<file path="src/rtl/taylor_pkg.sv">
// Shared definitions for the Taylor-series engine: mode codes, FSM states,
// reciprocal recurrence constants and the per-mode latency helper.
package taylor_pkg;

    localparam logic [1:0] MODE_EXP = 2'd0;
    localparam logic [1:0] MODE_SIN = 2'd1;
    localparam logic [1:0] MODE_COS = 2'd2;
    localparam logic [1:0] MODE_RSV = 2'd3;

    // Term index width; N_TERMS is limited to 12 so k never exceeds 12.
    localparam int K_W     = 4;
    localparam int R_DEPTH = 16;

    typedef enum logic [2:0] {
        ST_IDLE  = 3'd0,
        ST_SQR   = 3'd1,
        ST_MUL_T = 3'd2,
        ST_MUL_R = 3'd3,
        ST_ACC   = 3'd4,
        ST_DONE  = 3'd5
    } state_e;

    // Fixed-point 1.0 for a given number of fractional bits.
    function automatic int fx_one(input int frac);
        return 32'sd1 << frac;
    endfunction

    // Recurrence constant for term k, unsigned Q0.frac rounded to nearest.
    // A zero denominator (k=0 or reserved mode) yields 0.
    function automatic int recip(input logic [1:0] mode, input int k, input int frac);
        int den;
        case (mode)
            MODE_EXP: den = k;
            MODE_SIN: den = (32'sd2 * k) * (32'sd2 * k + 32'sd1);
            MODE_COS: den = (32'sd2 * k - 32'sd1) * (32'sd2 * k);
            default:  den = 32'sd0;
        endcase
        if (den <= 32'sd0) begin
            return 32'sd0;
        end else begin
            return (fx_one(frac) + den / 32'sd2) / den;
        end
    endfunction

    // Cycles from the accepting clock edge to the edge where done rises.
    function automatic int latency(input logic [1:0] mode, input int w, input int n_terms);
        int l;
        l = (n_terms - 32'sd1) * (32'sd2 * w + 32'sd3) + 32'sd1;
        case (mode)
            MODE_EXP:           return l;
            MODE_SIN, MODE_COS: return l + w + 32'sd1;
            default:            return 32'sd1;
        endcase
    endfunction

endpackage

</file>
<file path="src/rtl/booth_mul_seq.sv">
// Sequential radix-2 Booth multiplier, signed W x W -> 2W.
// start loads the operands on its clock edge, then W add/shift edges follow;
// done pulses for one cycle once the product register is complete.
module booth_mul_seq #(
    parameter int W = 16
) (
    input  logic             clk,
    input  logic             rst,
    input  logic             start,
    input  logic [W-1:0]     a,
    input  logic [W-1:0]     b,
    output logic             done,
    output logic [2*W-1:0]   product
);

    localparam int CW = $clog2(W + 1);

    // hi carries one extra bit so adding/subtracting the most negative
    // multiplicand never overflows the partial product.
    logic [W:0]    hi_q, hi_d;
    logic [W-1:0]  lo_q, lo_d;
    logic          qm1_q, qm1_d;
    logic [W-1:0]  m_q, m_d;
    logic [CW-1:0] cnt_q, cnt_d;
    logic          run_q, run_d;
    logic          done_q, done_d;
    logic [W:0]    m_ext_s;
    logic [W:0]    sum_s;

    // Booth recoding step and load/shift sequencing.
    always_comb begin
        hi_d    = hi_q;
        lo_d    = lo_q;
        qm1_d   = qm1_q;
        m_d     = m_q;
        cnt_d   = cnt_q;
        run_d   = run_q;
        done_d  = 1'b0;
        m_ext_s = {m_q[W-1], m_q};
        case ({lo_q[0], qm1_q})
            2'b01:   sum_s = hi_q + m_ext_s;
            2'b10:   sum_s = hi_q - m_ext_s;
            default: sum_s = hi_q;
        endcase
        if (start) begin
            hi_d  = '0;
            lo_d  = b;
            qm1_d = 1'b0;
            m_d   = a;
            cnt_d = CW'(W);
            run_d = 1'b1;
        end else if (run_q) begin
            {hi_d, lo_d, qm1_d} = {sum_s[W], sum_s, lo_q};
            cnt_d = cnt_q - CW'(1);
            if (cnt_q == CW'(1)) begin
                run_d  = 1'b0;
                done_d = 1'b1;
            end else begin
                run_d  = 1'b1;
                done_d = 1'b0;
            end
        end else begin
            run_d = 1'b0;
        end
    end

    // Multiplier state registers; reset aborts any multiply in flight.
    always_ff @(posedge clk) begin
        if (rst) begin
            hi_q   <= '0;
            lo_q   <= '0;
            qm1_q  <= 1'b0;
            m_q    <= '0;
            cnt_q  <= '0;
            run_q  <= 1'b0;
            done_q <= 1'b0;
        end else begin
            hi_q   <= hi_d;
            lo_q   <= lo_d;
            qm1_q  <= qm1_d;
            m_q    <= m_d;
            cnt_q  <= cnt_d;
            run_q  <= run_d;
            done_q <= done_d;
        end
    end

    assign done    = done_q;
    assign product = {hi_q[W-1:0], lo_q};

endmodule

</file>
<file path="src/rtl/taylor_booth_engine.sv">
// Taylor-series evaluator for exp/sin/cos in signed Q(W-FRAC).FRAC.
// Terms follow the recurrence t_k = (t_{k-1} * x or x^2) * R[mode][k], all
// products going through one shared sequential Booth multiplier.
module taylor_booth_engine
    import taylor_pkg::*;
#(
    parameter int W       = 16,
    parameter int FRAC    = 12,
    parameter int N_TERMS = 10,
    parameter int GUARD   = 4
) (
    input  logic         clk,
    input  logic         rst,
    input  logic         start,
    input  logic [1:0]   mode,
    input  logic [W-1:0] x,
    output logic         busy,
    output logic         done,
    output logic [W-1:0] result,
    output logic         ovf
);

    localparam int ACC_W = W + GUARD;
    localparam int PW    = 2 * W;

    localparam logic [W-1:0]            ONE_W  = W'(fx_one(FRAC));
    localparam logic [K_W-1:0]          K_LAST = K_W'(N_TERMS - 1);
    localparam logic signed [PW-1:0]    P_MAX  = {{(PW-W+1){1'b0}}, {(W-1){1'b1}}};
    localparam logic signed [PW-1:0]    P_MIN  = {{(PW-W+1){1'b1}}, {(W-1){1'b0}}};
    localparam logic signed [ACC_W-1:0] A_MAX  = {{(GUARD+1){1'b0}}, {(W-1){1'b1}}};
    localparam logic signed [ACC_W-1:0] A_MIN  = {{(GUARD+1){1'b1}}, {(W-1){1'b0}}};

    // Rescale a full product by FRAC (floor) and clamp to W bits; MSB = clamped.
    function automatic logic [W:0] scale_sat(input logic [PW-1:0] prod);
        logic signed [PW-1:0] sh;
        sh = $signed(prod) >>> FRAC;
        if (sh > P_MAX) begin
            return {1'b1, 1'b0, {(W-1){1'b1}}};
        end else if (sh < P_MIN) begin
            return {1'b1, 1'b1, {(W-1){1'b0}}};
        end else begin
            return {1'b0, sh[W-1:0]};
        end
    endfunction

    // Clamp the accumulator to W bits; MSB = clamped.
    function automatic logic [W:0] acc_sat(input logic [ACC_W-1:0] v);
        if ($signed(v) > A_MAX) begin
            return {1'b1, 1'b0, {(W-1){1'b1}}};
        end else if ($signed(v) < A_MIN) begin
            return {1'b1, 1'b1, {(W-1){1'b0}}};
        end else begin
            return {1'b0, v[W-1:0]};
        end
    endfunction

    function automatic logic [ACC_W-1:0] sext_acc(input logic [W-1:0] v);
        return {{GUARD{v[W-1]}}, v};
    endfunction

    state_e            state_q, state_d;
    logic [W-1:0]      x_q, x_d;
    logic [W-1:0]      x2_q, x2_d;
    logic [W-1:0]      t_q, t_d;
    logic [ACC_W-1:0]  acc_q, acc_d;
    logic [K_W-1:0]    k_q, k_d;
    logic [1:0]        mode_q, mode_d;
    logic              ovf_int_q, ovf_int_d;
    logic [W-1:0]      result_q, result_d;
    logic              ovf_q, ovf_d;
    logic              done_q, done_d;
    logic              busy_q, busy_d;

    logic              accept_s;
    logic              mul_start_s;
    logic [W-1:0]      mul_a_s;
    logic [W-1:0]      mul_b_s;
    logic              mul_done_s;
    logic [PW-1:0]     mul_prod_s;
    logic [W:0]        prod_sat_s;
    logic [W:0]        acc_sat_s;
    logic [W-1:0]      r_cur_s;
    logic [W-1:0]      r_tab_s [4][R_DEPTH];

    // Reciprocal constants are elaboration-time values, one ROM row per mode.
    for (genvar gm = 0; gm < 4; gm++) begin : g_rmode
        for (genvar gk = 0; gk < R_DEPTH; gk++) begin : g_rk
            assign r_tab_s[gm][gk] = W'(recip(2'(gm), gk, FRAC));
        end
    end

    assign accept_s   = start & (state_q == ST_IDLE) & ~done_q;
    assign r_cur_s    = r_tab_s[mode_q][k_q];
    assign prod_sat_s = scale_sat(mul_prod_s);
    assign acc_sat_s  = acc_sat(acc_q);

    booth_mul_seq #(.W(W)) u_mul (
        .clk     (clk),
        .rst     (rst),
        .start   (mul_start_s),
        .a       (mul_a_s),
        .b       (mul_b_s),
        .done    (mul_done_s),
        .product (mul_prod_s)
    );

    // State register.
    always_ff @(posedge clk) begin
        if (rst) begin
            state_q <= ST_IDLE;
        end else begin
            state_q <= state_d;
        end
    end

    // Next-state selection.
    always_comb begin
        state_d = state_q;
        case (state_q)
            ST_IDLE: begin
                if (accept_s) begin
                    case (mode)
                        MODE_EXP:           state_d = ST_MUL_T;
                        MODE_SIN, MODE_COS: state_d = ST_SQR;
                        default:            state_d = ST_DONE;
                    endcase
                end else begin
                    state_d = ST_IDLE;
                end
            end
            ST_SQR: begin
                if (mul_done_s) state_d = ST_MUL_T;
                else            state_d = ST_SQR;
            end
            ST_MUL_T: begin
                if (mul_done_s) state_d = ST_MUL_R;
                else            state_d = ST_MUL_T;
            end
            ST_MUL_R: begin
                if (mul_done_s) state_d = ST_ACC;
                else            state_d = ST_MUL_R;
            end
            ST_ACC: begin
                if (k_q < K_LAST) state_d = ST_MUL_T;
                else              state_d = ST_DONE;
            end
            ST_DONE: state_d = ST_IDLE;
            default: state_d = ST_IDLE;
        endcase
    end

    // Datapath and output values; each multiply is launched on the edge
    // that enters the state owning it, so its operands are chosen here.
    always_comb begin
        x_d         = x_q;
        x2_d        = x2_q;
        t_d         = t_q;
        acc_d       = acc_q;
        k_d         = k_q;
        mode_d      = mode_q;
        ovf_int_d   = ovf_int_q;
        result_d    = result_q;
        ovf_d       = ovf_q;
        done_d      = 1'b0;
        busy_d      = (state_d != ST_IDLE);
        mul_start_s = 1'b0;
        mul_a_s     = '0;
        mul_b_s     = '0;
        case (state_q)
            ST_IDLE: begin
                if (accept_s) begin
                    x_d       = x;
                    mode_d    = mode;
                    k_d       = K_W'(1);
                    ovf_int_d = 1'b0;
                    case (mode)
                        MODE_EXP: begin
                            t_d         = ONE_W;
                            acc_d       = sext_acc(ONE_W);
                            mul_start_s = 1'b1;
                            mul_a_s     = ONE_W;
                            mul_b_s     = x;
                        end
                        MODE_SIN: begin
                            t_d         = x;
                            acc_d       = sext_acc(x);
                            mul_start_s = 1'b1;
                            mul_a_s     = x;
                            mul_b_s     = x;
                        end
                        MODE_COS: begin
                            t_d         = ONE_W;
                            acc_d       = sext_acc(ONE_W);
                            mul_start_s = 1'b1;
                            mul_a_s     = x;
                            mul_b_s     = x;
                        end
                        default: begin
                            t_d       = '0;
                            acc_d     = '0;
                            ovf_int_d = 1'b1;
                        end
                    endcase
                end else begin
                    mul_start_s = 1'b0;
                end
            end
            ST_SQR: begin
                if (mul_done_s) begin
                    x2_d        = prod_sat_s[W-1:0];
                    ovf_int_d   = ovf_int_q | prod_sat_s[W];
                    mul_start_s = 1'b1;
                    mul_a_s     = t_q;
                    mul_b_s     = prod_sat_s[W-1:0];
                end else begin
                    mul_start_s = 1'b0;
                end
            end
            ST_MUL_T: begin
                if (mul_done_s) begin
                    ovf_int_d   = ovf_int_q | prod_sat_s[W];
                    mul_start_s = 1'b1;
                    mul_a_s     = prod_sat_s[W-1:0];
                    mul_b_s     = r_cur_s;
                end else begin
                    mul_start_s = 1'b0;
                end
            end
            ST_MUL_R: begin
                if (mul_done_s) begin
                    t_d = prod_sat_s[W-1:0];
                end else begin
                    t_d = t_q;
                end
            end
            ST_ACC: begin
                // sin/cos alternate sign: odd k subtracts.
                if ((mode_q != MODE_EXP) && k_q[0]) begin
                    acc_d = acc_q - sext_acc(t_q);
                end else begin
                    acc_d = acc_q + sext_acc(t_q);
                end
                k_d = k_q + K_W'(1);
                if (k_q < K_LAST) begin
                    mul_start_s = 1'b1;
                    mul_a_s     = t_q;
                    mul_b_s     = (mode_q == MODE_EXP) ? x_q : x2_q;
                end else begin
                    mul_start_s = 1'b0;
                end
            end
            ST_DONE: begin
                result_d = acc_sat_s[W-1:0];
                ovf_d    = ovf_int_q | acc_sat_s[W];
                done_d   = 1'b1;
            end
            default: begin
                done_d = 1'b0;
            end
        endcase
    end

    // Datapath and output registers.
    always_ff @(posedge clk) begin
        if (rst) begin
            x_q       <= '0;
            x2_q      <= '0;
            t_q       <= '0;
            acc_q     <= '0;
            k_q       <= '0;
            mode_q    <= MODE_EXP;
            ovf_int_q <= 1'b0;
            result_q  <= '0;
            ovf_q     <= 1'b0;
            done_q    <= 1'b0;
            busy_q    <= 1'b0;
        end else begin
            x_q       <= x_d;
            x2_q      <= x2_d;
            t_q       <= t_d;
            acc_q     <= acc_d;
            k_q       <= k_d;
            mode_q    <= mode_d;
            ovf_int_q <= ovf_int_d;
            result_q  <= result_d;
            ovf_q     <= ovf_d;
            done_q    <= done_d;
            busy_q    <= busy_d;
        end
    end

    assign busy   = busy_q;
    assign done   = done_q;
    assign result = result_q;
    assign ovf    = ovf_q;

endmodule

</file>
<file path="config.mk">
export PLATFORM = sky130hd
export DESIGN_NAME = taylor_booth_engine
export DESIGN_NICKNAME = d
export VERILOG_FILES = /design/src/rtl/taylor_pkg.sv /design/src/rtl/booth_mul_seq.sv /design/src/rtl/taylor_booth_engine.sv
export SDC_FILE = /design/constraint.sdc
export NUM_CORES = 1
export LEC_CHECK = 0
export CAP_MARGIN = 20
export CORE_MARGIN = 10
export CORE_UTILIZATION = 35
export CTS_CLUSTER_DIAMETER = 50
export CTS_CLUSTER_SIZE = 8
export DETAILED_ROUTE_END_ITERATION = 8
export DONT_BUFFER_PORTS = 1
export PLACE_DENSITY = 0.56
export SLEW_MARGIN = 20
export SYNTH_ARGS = -nofsm -noshare
export SYNTH_HDL_FRONTEND = slang
export SYNTH_SLANG_ARGS = --single-unit
</file>
<file path="constraint.sdc">
create_clock -name clk -period 5.1 [get_ports clk]
set_input_delay 0.51 -clock clk [delete_from_list [all_inputs] [get_ports clk]]
set_output_delay 0.51 -clock clk [all_outputs]
set_load 0.1 [all_outputs]
</file>
==> run summary <==
Status -> finished clean
Chip Width -> 188.5 microns
Period utilization -> 77.83%
Largest family of logic cells by synthesized area -> compound AO/OA/AOI/OAI gates
Power Density -> 373.1 nW/um^2
GPL Wtd Cong -> 0.8706
First-pass GRT wire length -> 49490 microns
# nets final -> 1326
Layout Skew -> 10.76 ps
Combinational Power Share -> 32.2%
Placed Cells -> 1610
Clk pwr share -> 33.1%
Post-Synth Adder-Cell Area -> 6.948%
Residual DRC -> 0
Clock transition at path regs -> 70 ps
Hold Fails Final Rpt -> 0
Post-Synth Simple-Gate Area -> 19.76%
Pre-CTS WS -> 1157 ps
Max-slew violations -> 0
Final design utilization -> 38.73%
Commonest cells in the synthesized netlist -> dfxtp_1 (153), nand2_1 (152), nor2_1 (145)
Most frequent cell after synthesis -> dfxtp_1
Pint -> 0.002602 W
Worst-margin pin slew -> 1074 ps
Crit-path max FO -> 30
Unrepaired setup endpoints after global routing -> false
Sw Pwr -> 0.001434 W
XOR/XNOR Fraction of Synth Area -> 5.110%
N_diodes -> 0
Multiplexer share of the synthesized area -> 3.965%
CP required -> 5420 ps
Critical path arrival -> 4290 ps
Core area -> 27930 sq um
Hpwl dp -> 22360 microns
Slew margin rel. -> 28.41%
Top-area cell type share of the netlist area -> 30.81%
Post-synthesis instance area -> 9941 sq um
Post-CTS Setup Bufs -> 0
Non-filler cells, final -> 1642
Most used DFF post-synth -> dfxtp_1
Final ANT Viol Nets -> 0
Register share of total power -> 34.7%
Largest net degree at the start of global routing -> 129
Yosys top cell by area -> dfxtp_1
Clock Path Buffers -> 2
Async SR Flop Fraction -> 0%
Die area -> 35540 sq um
Vias in the first global route -> 8726
CTS Hold Bufs -> 0
Syn_nets -> 1382
Area contributors post-synth -> dfxtp_1 (31%), a21oi_1 (7.1%), ha_1 (6.5%), nand2_1 (5.7%), nor2_1 (5.5%)
Via count -> 9384
Vias per inst -> 5.715
All-Layer GR Usage -> 17.12%
CTS buffer count -> 17
Grt total ovfl -> 0
Initial cell density of the core -> 35.59%
Final setup viols -> 0
VDD IR max -> 0.2178 mV
Initial antenna violation count -> 0
Mapped Cells -> 1307
First-pass DRT Iterations -> 6
Sw Ratio -> 35.53%
TritonCTS Sinks -> 153
Sequential-to-total area share from yosys stat -> 30.81%
Setup ws final -> 1130 ps
Setup crit start kind -> flop
FP Rows -> 61
Die Height -> 188.5 microns
Max cap viols -> 0
Leakage power -> 3.987 nW
Routed WL per cell -> 18.98 microns
Post-synth EDFFs -> 0
Register-to-Register Path Depth -> 16
Fin Setup TNS -> 0 ps
Minimum clock period -> 3970 ps
CTS H-tree depth -> 4
I/O pins -> 40
Root Driver -> clkbuf_16
Critical Path Sink Type -> flop
Type of the most critical hold path -> in -> reg
IO buf count -> 0
CP Class -> reg -> reg
Syn_area_per_cell -> 7.606 sq um
Fmax -> 251.9 MHz
Post-synthesis sequential element count -> 153
CTS tree -> built
Min-Delay Path Depth -> 1
Total Wirelength -> 31160 microns
Post-synth cell types -> 70
Iter 0 DRT Violations -> 997
Synthesis-to-finish area growth -> 8.823%
Hold WS -> 150.0 ps
Synth warn -> 0
Compound-gate portion of the synthesized area -> 28.29%
Layout cells sized above 1 -> 5.775%
Clock Latency Late Sink -> 440 ps
Post-cts resize count -> 0
final cells by class:
type / count / area [sq um]
repair buffers: 17 / 127.6
clock buffers: 20 / 446.7
inverters: 42 / 157.7
fillers: 3005 / 17120
multi-input cells: 1020 / 6384
flip-flops and latches: 153 / 3064
well taps: 378 / 473.0
clock inverters: 12 / 165.2
routing by layer:
metal / track usage [%] / part of all wire (%) / up-vias
li1: - / - / 4653
met1: 23.63 / 48 / 4420
met2: 26.14 / 44 / 286
met3: 4.247 / 7.1 / 25
met4: 4.090 / 1.5 / 0
met5: 0 / 0 / -
through the flow:
stage	power (W)	area [sq um]
final	0.004036	10820
after global routing	0.004266	10820
after CTS	0.004045	10810
after detailed placement	0.002705	10200
after global placement	0.002704	10200
after floorplan	0.002431	9941
cell families after synthesis:
logic type,count (synthesis)
and+or+nand+nor,430
adders and majority gates,54
muxes,38
AOI/OAI and AO/OA,440
DFF,153
buffers and inverters,134
xor gates and xnor gates,58
worst max-delay path, cell delays in order, from the launching register on:
cell and delay (ps):
dfxtp_1 310, buf_4 280, inv_1 240, nor2_1 150, buf_4 180, a21oi_1 80, nor2_1 290, xnor2_1 170
ha_1 300, a21o_1 200, a31oi_1 290, o21ai_0 150, a21oi_1 270, o21ai_0 240, o41ai_1 450, xor2_1 180
o21ai_0 80
state kept, by name (all words and copies together), names as in the netlist, 2 cells and up:
register     cells
x2_q            16
t_q             16
state_q          3
x_q             16
mode_q           2
u_mul.hi_q      16
result          16
k_q              4
u_mul.m_q       16
u_mul.lo_q      16
u_mul.cnt_q      5
acc_q           20
power by group through the flow:
stage	Clock, W	Combinational [W]	Sequential [W]
finish	0.00133	0.00130	0.00140
global route	0.00140	0.00145	0.00141
CTS	0.00136	0.00129	0.00140
detailed placement	0	0.00128	0.00143
global placement	0	0.00128	0.00143
floorplan	0	0.00105	0.00138
placed cells by master (no fill, tap or decap), types with 6 or more instances in the layout:
| master | n |
|---|---|
| ha_1 | 52 |
| nand4_1 | 8 |
| mux2_2 | 11 |
| o211ai_1 | 8 |
| a311oi_1 | 7 |
| a21boi_0 | 6 |
| nand2_1 | 152 |
| nor4_1 | 9 |
| buf_4 | 17 |
| xnor2_1 | 43 |
| nor2_1 | 144 |
| o21a_1 | 16 |
| a21oi_1 | 141 |
| mux2i_1 | 27 |
| a221oi_1 | 9 |
| a21o_1 | 17 |
| and2_1 | 8 |
| o21ai_0 | 90 |
| and3_1 | 11 |
| xor2_1 | 15 |
| nor2b_1 | 15 |
| dfxtp_1 | 152 |
| clkbuf_16 | 17 |
| nor3_1 | 25 |
| a31oi_1 | 26 |
| a2111oi_0 | 6 |
| nand2b_1 | 12 |
| o22ai_1 | 11 |
| a211oi_1 | 38 |
| a222oi_1 | 22 |
| nand3_1 | 18 |
| inv_1 | 41 |
final timing paths:
kind	startpoint	endpoint	slack, ps
worst max-delay path	k_q[0]	acc_q[18]	1130
worst min-delay path	rst	x2_q[14]	150
worst max register to register	k_q[0]	acc_q[18]	1130
worst min register to register	x_q[14]	x_q[14]	460
(Power assumes the default switching activity.)
